`config.mk`:
```
export PLATFORM = sky130hd
export DESIGN_NAME = bnn_accum_threshold
export DESIGN_NICKNAME = d
export VERILOG_FILES = /design/src/rtl/bnn_accum_threshold.sv
export SDC_FILE = /design/constraint.sdc
export NUM_CORES = 1
export LEC_CHECK = 0
export BUFFER_PORTS_ARGS = -buffer_cell sky130_fd_sc_hd__buf_2
export CAP_MARGIN = 20
export CORE_MARGIN = 4
export CORE_UTILIZATION = 63
export DETAILED_ROUTE_END_ITERATION = 8
export PLACE_DENSITY = 0.87
export SYNTH_ARGS = -nofsm -noshare
export SYNTH_HDL_FRONTEND = slang
export SYNTH_SLANG_ARGS = --single-unit
```
`constraint.sdc`:
```
create_clock -name clk -period 16.2 [get_ports clk]
set_clock_uncertainty 0.1 [all_clocks]
set_input_delay 0.81 -clock clk [delete_from_list [all_inputs] [get_ports clk]]
set_output_delay 0.81 -clock clk [all_outputs]
set_load 0.05 [all_outputs]
```
`src/rtl/bnn_accum_threshold.sv`:
```
// Accumulates adder-tree partial sums per neuron, thresholds the saturated total into a
// binary activation and packs activations LSB-first into PACK-bit output words.
module bnn_accum_threshold #(
   parameter int unsigned WIDTH_IN = 8,
   parameter int unsigned ACC_W    = 24,
   parameter int unsigned PACK     = 32,
   localparam int unsigned SUM_W   = WIDTH_IN + 11,
   localparam int unsigned CNT_W   = $clog2(PACK + 1)
) (
   input  logic                    clk,
   input  logic                    rst_n,
   input  logic signed [SUM_W-1:0] in_sum,
   input  logic                    in_valid,
   input  logic                    in_last,
   input  logic signed [ACC_W-1:0] thresh,
   input  logic                    invert,
   input  logic                    flush,
   output logic                    in_ready,
   output logic [PACK-1:0]         out_word,
   output logic [CNT_W-1:0]        out_count,
   output logic                    out_valid,
   input  logic                    out_ready,
   output logic                    ovf
);

   localparam logic signed [ACC_W-1:0] ACC_MAX = {1'b0, {(ACC_W-1){1'b1}}};
   localparam logic signed [ACC_W-1:0] ACC_MIN = {1'b1, {(ACC_W-1){1'b0}}};

   typedef enum logic {
      FILL = 1'b0,
      HOLD = 1'b1
   } state_e;

   state_e                  state_q, state_d;
   logic signed [ACC_W-1:0] acc_q, acc_d;
   logic [PACK-1:0]         pack_q, pack_d;
   logic [CNT_W-1:0]        idx_q, idx_d;
   logic [PACK-1:0]         word_q, word_d;
   logic [CNT_W-1:0]        count_q, count_d;
   logic                    ovf_q, ovf_d;

   logic                    accept;
   logic                    flush_take;
   logic [ACC_W:0]          sum_wide;
   logic                    sat_hi;
   logic                    sat_lo;
   logic signed [ACC_W-1:0] total;
   logic                    act_bit;
   logic [PACK-1:0]         pack_w;
   logic [CNT_W-1:0]        idx_w;
   logic                    emit;

   assign in_ready   = (state_q == FILL) || out_ready;
   assign accept     = in_valid && in_ready;
   assign flush_take = flush && in_ready;

   // One guard bit above the accumulator exposes overflow of the signed add.
   always_comb begin
      sum_wide = {acc_q[ACC_W-1], acc_q}
               + {{(ACC_W+1-SUM_W){in_sum[SUM_W-1]}}, in_sum};
      sat_hi   = !sum_wide[ACC_W] && sum_wide[ACC_W-1];
      sat_lo   = sum_wide[ACC_W] && !sum_wide[ACC_W-1];
      if (sat_hi)      total = ACC_MAX;
      else if (sat_lo) total = ACC_MIN;
      else             total = sum_wide[ACC_W-1:0];
      act_bit  = (total >= thresh) ^ invert;
   end

   // Next-state: accumulate, pack, emit and output-buffer handshake.
   always_comb begin
      state_d = state_q;
      acc_d   = acc_q;
      pack_d  = pack_q;
      idx_d   = idx_q;
      word_d  = word_q;
      count_d = count_q;
      ovf_d   = ovf_q;
      pack_w  = pack_q;
      idx_w   = idx_q;
      emit    = 1'b0;

      if (accept) begin
         if (sat_hi || sat_lo) ovf_d = 1'b1;
         if (in_last) begin
            acc_d  = '0;
            pack_w = pack_q | (PACK'(act_bit) << idx_q);
            idx_w  = idx_q + CNT_W'(1);
         end else begin
            acc_d  = total;
         end
      end

      emit = (idx_w == CNT_W'(PACK)) || (flush_take && (idx_w != '0));

      if (emit) begin
         word_d  = pack_w;
         count_d = idx_w;
         pack_d  = '0;
         idx_d   = '0;
         state_d = HOLD;
      end else begin
         pack_d  = pack_w;
         idx_d   = idx_w;
         if ((state_q == HOLD) && out_ready) state_d = FILL;
      end
   end

   always_ff @(posedge clk or negedge rst_n) begin
      if (!rst_n) begin
         state_q <= FILL;
         acc_q   <= '0;
         pack_q  <= '0;
         idx_q   <= '0;
         word_q  <= '0;
         count_q <= '0;
         ovf_q   <= 1'b0;
      end else begin
         state_q <= state_d;
         acc_q   <= acc_d;
         pack_q  <= pack_d;
         idx_q   <= idx_d;
         word_q  <= word_d;
         count_q <= count_d;
         ovf_q   <= ovf_d;
      end
   end

   assign out_valid = (state_q == HOLD);
   assign out_word  = word_q;
   assign out_count = count_q;
   assign ovf       = ovf_q;

endmodule

```
# --- After elaboration in Yosys (flattened, before gate mapping) ---
# Cells that the tools add are included.
word_totals:
  reg_bits: 102
  elab_cells: 40
  output_inout_bits: 41
op_classes:
  n_lt_le_gt_ge: 1
  n_shift: 1
  n_mux: 11
  n_reduce_logical: 14
  n_bitwise: 3
  eq_ne: 1
  addsub: 2
op_table:
  columns: ["operator", "count"]
  rows:
  - ["2-to-1 mux 32 bit", 3]
  - ["2-to-1 mux 24 bit", 3]
  - ["bitwise OR 32 bit", 1]
  - ["<< shifter 1 x 6 -> 32 bit", 1]
  - ["adder 24 x 19 -> 25 bit", 1]
  - [">= comparator 24 bit", 1]
  - ["2-to-1 mux 6 bit", 3]
  - ["adder 6 x 1 -> 6 bit, second input constant", 1]
  - ["equality test 6 bit, second input constant", 1]
  - ["logical AND 1 bit", 6]
  - ["nonzero test 6 bit", 1]
  - ["logical OR 1 bit", 3]
  - ["logical NOT 1 bit", 2]
  - ["2-to-1 mux 1 bit", 2]
  - ["AND reduction 2 bit", 1]
  - ["nonzero test 2 bit", 1]
  - ["NOT 1 bit", 1]
  - ["XOR 1 bit", 1]

# --- Longest topological paths before layout ---
# Gate-level depths: netlist of the first run.
logic_depth:
  word_depth: 12
  ltp_mapped: 26
  depth_no_buf: 24

# --- Least setup slack after synthesis of the first run ---
# No wires, ideal clock.
synth_path:
  path_type: "input port to flip-flop"
  startpoint: "input port in_sum[0]"
  endpoint: "register word_q[11] (netlist: out_word[11])"
  arrival_time_ps: 5830
  stages: 26
  setup_time_ps: 132
  path_slack_ps: 10138
  path_buffers: 3
  path_cell_list: "ha_1 > inv_1 > fa_1 > nor2b_1 > o2111ai_1 > a32oi_1 > a2111oi_0 > nor4_1 > o21ai_0 > a22oi_1 > inv_1 > ha_1 > inv_1 > clkbuf_1 > clkbuf_1 > a21o_1 > ha_1 > a21o_1 > a21oi_1 > nor2b_1 > a311oi_1 > o21a_1 > nor3_2 > mux2i_1 > clkbuf_1 > o22ai_1"
synth_between:
  elab_chain_cells: 11
  word_cells_on_any_way: 13
synth_lines:
  columns: ["element", "line_no", "text"]
  rows:
  - ["start: declaration", "12", "input logic signed [SUM_W-1:0] in_sum,"]
  - ["adder 24 x 19 -> 25 bit (*)", "60", "+ {{(ACC_W+1-SUM_W){in_sum[SUM_W-1]}}, in_sum};"]
  - ["logical NOT 1 bit", "62", "sat_lo = sum_wide[ACC_W] && !sum_wide[ACC_W-1];"]
  - ["logical AND 1 bit", "62", null]
  - ["2-to-1 mux 24 bit", "64", "else if (sat_lo) total = ACC_MIN;"]
  - ["2-to-1 mux 24 bit (*)", "63", "if (sat_hi) total = ACC_MAX;"]
  - [">= comparator 24 bit (*)", "66", "act_bit = (total >= thresh) ^ invert;"]
  - ["XOR 1 bit (*)", "66", null]
  - ["<< shifter 1 x 6 -> 32 bit (*)", "86", "pack_w = pack_q | (PACK'(act_bit) << idx_q);"]
  - ["bitwise OR 32 bit (*)", "86", null]
  - ["2-to-1 mux 32 bit (*)", "84", "if (in_last) begin"]
  - ["2-to-1 mux 32 bit (*)", "82", "if (accept) begin"]
  - ["end signal: assignment", "122", "word_q <= word_d;"]
  - ["end: declaration", "38", "logic [PACK-1:0] word_q, word_d;"]
# Every way passes the cells marked *; elsewhere a longest branch is shown, timed or not.
# A chain may end at the register's enable or synchronous reset.

# --- Worst setup path in the final report of the first run ---
layout_path:
  startpoint: "input port in_sum[0]"
  endpoint: "register pack_q[8]"
layout_between:
  elab_chain_cells: 12
  word_cells_on_any_way: 14
layout_lines:
  columns: ["element", "line_no", "text"]
  rows:
  - ["adder 24 x 19 -> 25 bit (*)", "60", null]
  - ["logical NOT 1 bit", "62", null]
  - ["logical AND 1 bit", "62", null]
  - ["2-to-1 mux 24 bit", "64", null]
  - ["2-to-1 mux 24 bit (*)", "63", null]
  - [">= comparator 24 bit (*)", "66", null]
  - ["XOR 1 bit (*)", "66", null]
  - ["<< shifter 1 x 6 -> 32 bit (*)", "86", null]
  - ["bitwise OR 32 bit (*)", "86", null]
  - ["2-to-1 mux 32 bit (*)", "84", null]
  - ["2-to-1 mux 32 bit (*)", "82", null]
  - ["2-to-1 mux 32 bit (*)", "95", "if (emit) begin"]
  - ["named net pack_d[8]", "36", "logic [PACK-1:0] pack_q, pack_d;"]
  - ["end signal: assignment", "120", "pack_q <= pack_d;"]
  - ["end: declaration", "36", null]
# Mark *: on every way through the listed nets, which the timed path passes. The rest lies on a longest branch.

==> key figures, run 1 <==
Run status
  – Outcome: completed

Drt
  – First-pass DRT Iterations: 5
  – Routed len/inst: around 18 microns
  – Post-DR vias/cell: slightly above 6
  – DRC Markers: 0
  – Via count: between 5k and 6k
  – Detailed Route WL: 16680 microns
  – Starting DRC count in detailed routing: 345
  – Post-DRT Antenna Nets: 0

Final layout
  – Design Area, Final: roughly 7000 sq um
  – N_diodes: 0
  – Fillers: between 700 and 800
  – Nets: between 800 and 900
  – Area Overhead vs Synth: 10.92%
  – Layout cell share with drive strength beyond 1: between 10% and 20%
  – Final cell utilization of the core: between 70% and 80%

Placement
  – Port bufs: 90
  – Post-detail-place hpwl: 12190 microns
  – Setup WS pre-CTS: just over 8 ns
  – Placed cell areas: approximately 6800 sq um
  – Gp weighted congestion: 0.9236

Global routing
  – Pin count of the biggest net entering global routing: between 70 and 80
  – Vias in the first global route: roughly 5.7k
  – Total GRT Usage: between 20 and 30%
  – First-pass GRT wire length: roughly 28000 microns
  – Total global routing overflow: 0
  – Initial antenna violation count: 0

Setup path
  – Critical Path Start Type: primary input
  – CP delay by family, top: compound AO/OA/AOI/OAI gates
  – Crit path buffers/inverters: 4
  – CP arrival: 7.44 ns
  – Critical path class: primary input to flop
  – CP max FO: 20
  – Slowest Stage Delay on Critical Path: 0.78 ns
  – Crit end category: flop
  – CP max stage cell: mux2i_2
  – CP required: about 16 ns

Clocking
  – CTS H-Tree Depth: 3
  – Root buf cell: clkbuf_8
  – Clock transition at path regs: ~0.11 ns
  – Clock Sinks: about 100
  – Cts repair resizes: 0
  – Hold Buf Count CTS: 0
  – CTS Buffer Depth: 2
  – CTS tree: done
  – Post-CTS setup buffers: 0
  – Number of buffers created by CTS: 9
  – Worst skew pair latency: about 0.4 ns

Logic synthesis
  – Synth Area in Simple Gates: 16.44%
  – Compound-Gate Fraction of Synth Area: between 20% and 30%
  – Mean Syn Cell Area: roughly 9 sq um
  – Asr flop ratio synth: 100.0%
  – Synth Area in Adders: about a tenth
  – Syn nets: 809
  – Largest family of logic cells by synthesized area: compound AO/OA/AOI/OAI gates
  – Xor and xnor area share after synthesis: about 2.8%
  – Seq cells post-synth: 102
  – Post-synth EDFFs: 0
  – Synth cell types: 61
  – Seq/Total Area, Yosys: around 40%
  – Top_reg_cell synth: dfrtp_1
  – Post-synthesis mux area share: 3.085%
  – Mapped Cells: 706
  – Yosys warning count: 0
  – Mapped Area: approximately 6300 sq um

Die
  – Area of the die: between 10000 and 15000 sq um
  – Die Width: between 100 and 150 microns
  – Initial Utilization: between 60% and 70%
  – Core Area: roughly 9800 sq um
  – Die height: around 110 microns
  – Row count: 36
  – I/O pin cnt: 91

Timing
  – Period minus WS final: about 7.3 ns
  – Final Hold Fails: 0
  – Final setup violation count: 0
  – Crit share post-route: 45.22%
  – Setup TNS: 0 ns
  – Fin. max-slew vios: 0
  – Worst Max-Slew Pin Slew: about 1.0 ns
  – Worst slew margin: a little under a third
  – Achievable frequency: roughly 140 MHz
  – Unrepaired setup endpoints after global routing: false
  – Final setup margin: around 8.9 ns
  – WHS: 0.2278 ns

Power
  – Leakage Power: approximately 0.0035 uW
  – Maximum VDD drop: 0.0001311 V
  – Pwr dens: ~230 nW/um^2

Min path
  – Worst hold path type: primary input to async pin

Run
  – Maxcap violations: 0
-- final cells by class --
class	instances	area, sq um	area share (%)
multi-input combinational	532	3467	49.41
sequential	102	2552	36.38
clock inverter	5	63.81	0.9094
tap	133	166.4	2.372
clock buffer	11	141.4	2.015
inverter	34	127.6	1.819
timing repair buffer	96	498.0	7.097
-- synthesized netlist by cell type, types with 4 or more instances --
cell,n,area (sq um)
nor3_1,9,45.04
nand2_1,72,270.3
buf_6,5,56.30
a21oi_1,33,165.2
o311ai_0,4,35.03
nor2_1,86,322.8
clkbuf_1,24,90.09
o22ai_1,26,162.7
and3_1,6,37.54
or3_1,4,25.02
nand4_1,6,37.54
nor2b_1,9,56.30
a211oi_1,5,37.54
nand2b_1,8,50.05
o21ai_1,4,20.02
xor2_1,10,87.58
buf_2,6,30.03
mux2i_1,18,180.2
a21o_1,28,210.2
xnor2_1,10,87.58
a22o_1,16,140.1
o21ai_0,58,290.3
o21bai_1,6,45.04
dfrtp_1,102,2552
ha_1,52,650.6
nand3_1,12,60.06
inv_1,34,127.6
-- routing by layer --
metal / wire, microns / up-vias / global-route usage (%)
li1: - / 2651 / -
met2: 8840 / 206 / 54.71
met1: 6510 / 2744 / 34.96
met4: 415 / 0 / 10.01
met3: 909 / 33 / 6.030
met5: 0 / - / 0
-- state kept, by name, indices dropped and copies added, names as in the netlist --
signal,count
out_word,32
out_valid,1
acc_q,24
pack_q,32
out_count,6
ovf,1
idx_q,6
-- worst reg2reg max path, stage by stage, from the launching register on --
cell and delay (ns):
dfrtp_1 0.36, ha_1 0.18, inv_1 0.07, fa_1 0.40, nor2b_1 0.16, o2111ai_1 0.15, a32oi_1 0.44, a2111oi_0 0.22
nor4_1 0.25, o21ai_0 0.12, a22oi_1 0.27, inv_1 0.08, ha_1 0.37, inv_1 0.57, nand2_1 0.11, o311ai_0 0.48
ha_1 0.34, nand2_1 0.06, o21ai_0 0.09, a2111oi_0 0.45, a21oi_1 0.16, o21a_1 0.21, nor3_2 0.38, mux2i_2 0.78
o21ai_0 0.22
-- cells by family after synthesis --
family | count (synthesis)
flip-flops | 102
AO/OA/AOI/OAI | 211
multiplexers | 19
buffers and inverters | 72
AND/OR/NAND/NOR | 229
adder cells (fa/ha/maj) | 53
XOR/XNOR | 20
-- layout by cell type (no fill, tap or decap), types with 12 or more instances in the layout --
| master | instances |
|---|---|
| a21o_1 | 28 |
| a21oi_1 | 33 |
| a22o_1 | 16 |
| buf_2 | 89 |
| dfrtp_1 | 102 |
| ha_1 | 52 |
| inv_1 | 34 |
| mux2i_1 | 16 |
| nand2_1 | 72 |
| nand3_1 | 12 |
| nor2_1 | 86 |
| o21ai_0 | 58 |
| o22ai_1 | 26 |
-- worst paths after layout --
| check | startpoint | endpoint | slack, ns | cells past startpoint |
|---|---|---|---|---|
| worst max-delay path | in_sum[0] | pack_q[8] | 8.87 | 25 |
| worst min-delay path | rst_n | acc_q[3] | 0.23 | 1 |
| worst max register to register | acc_q[0] | pack_q[8] | 9.03 | 24 |
| worst min register to register | ovf | ovf | 0.39 | 1 |
| max in group asynchronous | rst_n | pack_q[3] | 14.50 | 2 |
| min in group clk | ovf | ovf | 0.39 | 1 |
-- report_power, final --
group / switching, uW / total [uW] / internal (uW)
clock network: 94.4 / 172 / 77.2
registers: 54.0 / 385 / 331
logic: 661 / 1040 / 377
total: 809 / 1590 / 785
-- per-stage QoR --
step                      cells  total power, uW
final                       913             1594
after global routing        913             1717
after CTS                   912             1582
after detailed placement    896             1408
after global placement      895             1362
after floorplan             706             1177
Power figures use the tool's default switching activity.
==> run 2: changes to the inputs <==
- CORE_UTILIZATION: 63 -> 53
- PLACE_DENSITY: 0.87 -> 0.78
- clock period: 16.2 -> 6 ns (I/O delays scaled with it)
==> key figures, run 2 (same netlist as run 1, synthesis figures left out) <==
Run status
  – Outcome: completed (unchanged)

Clocking
  – CTS H-Tree Depth: 3 (unchanged)
  – Worst skew pair latency: 0.36 ns (was 0.39 ns)
  – Root buf cell: clkbuf_16 (was clkbuf_8)
  – Number of buffers created by CTS: 9 (unchanged)
  – CTS Buffer Depth: 2 (unchanged)
  – CTS tree: done (unchanged)
  – Clock transition at path regs: 0.07 ns (was 0.11 ns)
  – Clock Sinks: 102 (unchanged)

Setup path
  – Critical path depth: 25 (unchanged)
  – Crit end category: flop (unchanged)
  – CP max stage cell: dfrtp_1 (was mux2i_2)
  – CP required: 6.13 ns (was 16.32 ns)
  – CP most frequent cell: ha_1
  – CP delay by family, top: compound AO/OA/AOI/OAI gates (unchanged)
  – Critical Path Start Type: flop (was primary input)
  – CP arrival: 5.82 ns (was 7.44 ns)
  – Reg2Reg Capture Point: out_word[15] (was pack_q[8])
  – Crit path buffers/inverters: 3 (was 4)
  – Worst setup startpoint: acc_q[3] (was in_sum[0])
  – CP endpoint: out_word[15] (was pack_q[8])
  – Critical path class: flop to flop (was primary input to flop)
  – Reg2reg path depth: 25 (was 24)
  – Flop2flop setup slack: 0.31 ns (was 9.03 ns)
  – Slowest Stage Delay on Critical Path: 0.39 ns (was 0.78 ns)
  – CP max FO: 14 (was 20)
  – Worst reg2reg startpoint: acc_q[3] (was acc_q[0])

Timing
  – Fin. max-slew vios: 0 (unchanged)
  – Final Hold Fails: 0 (unchanged)
  – Period minus WS final: ~5.7 ns
  – Achievable frequency: ~180 MHz
  – Crit share post-route: between 90 and 100%
  – Worst Max-Slew Pin Slew: 1.070 ns (was 1.024 ns)
  – WHS: 0.07264 ns (was 0.2278 ns)
  – Worst slew margin: 28.48% (was 31.76%)
  – Final setup violation count: 0 (unchanged)

Global routing
  – First-pass GRT wire length: 26610 microns (was 27570 microns)
  – Initial antenna violation count: 1 (was 0)
  – Vias in the first global route: 5356 (was 5714)
  – Total GRT Usage: 24.68% (was 29.91%)
  – Total global routing overflow: 0 (unchanged)
  – Pin count of the biggest net entering global routing: 74 (was 76)

Min path
  – Worst hold path type: primary input to flop (was primary input to async pin)
  – Hold Path Depth: 2

Drt
  – Post-DR vias/cell: 5.963 (was 6.171)
  – First-pass DRT Iterations: 5 (unchanged)
  – Via count: 5581 (was 5634)
  – Routed len/inst: 18.09 microns (was 18.27 microns)
  – Starting DRC count in detailed routing: 463 (was 345)
  – Post-DRT Antenna Nets: 0 (unchanged)
  – DRC Markers: 0 (unchanged)
  – Detailed Route WL: 16930 microns (was 16680 microns)

Power
  – Leakage Power: 0.003654 uW (was 0.003538 uW)
  – Maximum VDD drop: 0.0004640 V (was 0.0001311 V)
  – Pwr dens: 631.0 nW/um^2 (was 227.2 nW/um^2)

Die
  – Area of the die: 13750 sq um (was 11710 sq um)
  – Die Width: 117.3 microns (was 108.2 microns)
  – Die height: 117.3 microns (was 108.2 microns)
  – Row count: 39 (was 36)
  – Core Area: 11560 sq um (was 9774 sq um)
  – Initial Utilization: 54.70% (was 64.72%)
  – I/O pin cnt: 91 (unchanged)

Final layout
  – Leading cell type in the layout, fill and taps excluded: dfrtp_1 (unchanged)
  – Register Area: 2552 sq um (unchanged)
  – Most frequent cells in the layout: dfrtp_1 (102), buf_2 (89), nor2_1 (86), nand2_1 (72), o21ai_0 (55) (was dfrtp_1 (102), buf_2 (89), nor2_1 (86), nand2_1 (72), o21ai_0 (58))
  – Nets: 891 (was 878)
  – Area Overhead vs Synth: 16.18% (was 10.92%)
  – Multi-input gate area: 3572 sq um (was 3467 sq um)
  – Fillers: 936 (was 782)
  – Layout cell share with drive strength beyond 1: 19.29% (was 15.51%)
  – N_diodes: 0 (unchanged)
  – Final cell utilization of the core: 63.55% (was 71.79%)

Placement
  – Gp weighted congestion: 0.9320 (was 0.9236)
  – Port bufs: 90 (unchanged)
  – Post-detail-place hpwl: 11820 microns (was 12190 microns)

Run
  – Maxcap violations: 0 (unchanged)
[run 2: final cells by class]
cell class                 count  share of cell area, %
multi-input combinational    532                  48.60
sequential                   102                  34.73
timing repair buffer         109                  8.393
clock buffer                  10                  3.252
tap                          143                  2.434
inverter                      34                  1.736
clock inverter                 6                 0.8512
[run 2: routing by layer]
metal,global-route usage (%),wire length [microns],share of wire (%)
met1,34.36,7534,44
met3,5.810,939,5.5
met4,7.416,350,2.1
met2,38.42,8102,48
met5,0,7,0.041
[run 2: metrics by stage]
stage          total power [uW]  instance area [sq um]  std cells  setup TNS, ns  setup slack (ns)
2_1_floorplan              3178                   6326        706              0            0.4156
3_3_place_gp               3780                   6888        916              0            0.3096
3_5_place_dp               3832                   6888        916              0            0.1638
4_1_cts                    4440                   7199        933              0           0.09366
5_1_grt                    5018                   7350        936         -2.251          -0.06031
6_report                   4638                   7350        936              0            0.3077
[run 2: worst min path at each step]
stage | start | end | slack, ns
floorplan | rst_n | acc_q[0] | -0.1
global placement | rst_n | acc_q[4] | 0.29
detailed placement | rst_n | acc_q[4] | 0.29
CTS | flush | out_count[5] | 0.06
global route | flush | out_count[5] | 0.07
finish | flush | out_count[5] | 0.07
[run 2: repair_timing]
| action | CTS | global route |
|---|---|---|
| buffers inserted | 0 | 1 |
| endpoints found under the setup margin | 0 | 64 |
| hold buffers | 1 | 0 |
| hold endpoints to repair | 50 | 0 |
| gates resized for setup | 0 | 38 |
[run 2: where the power goes]
group          switching [uW]  total [uW]  internal, uW
registers                 149        1040           894
logic                    1860        3010          1150
clock network             281         585           304
total                    2290        4640          2350
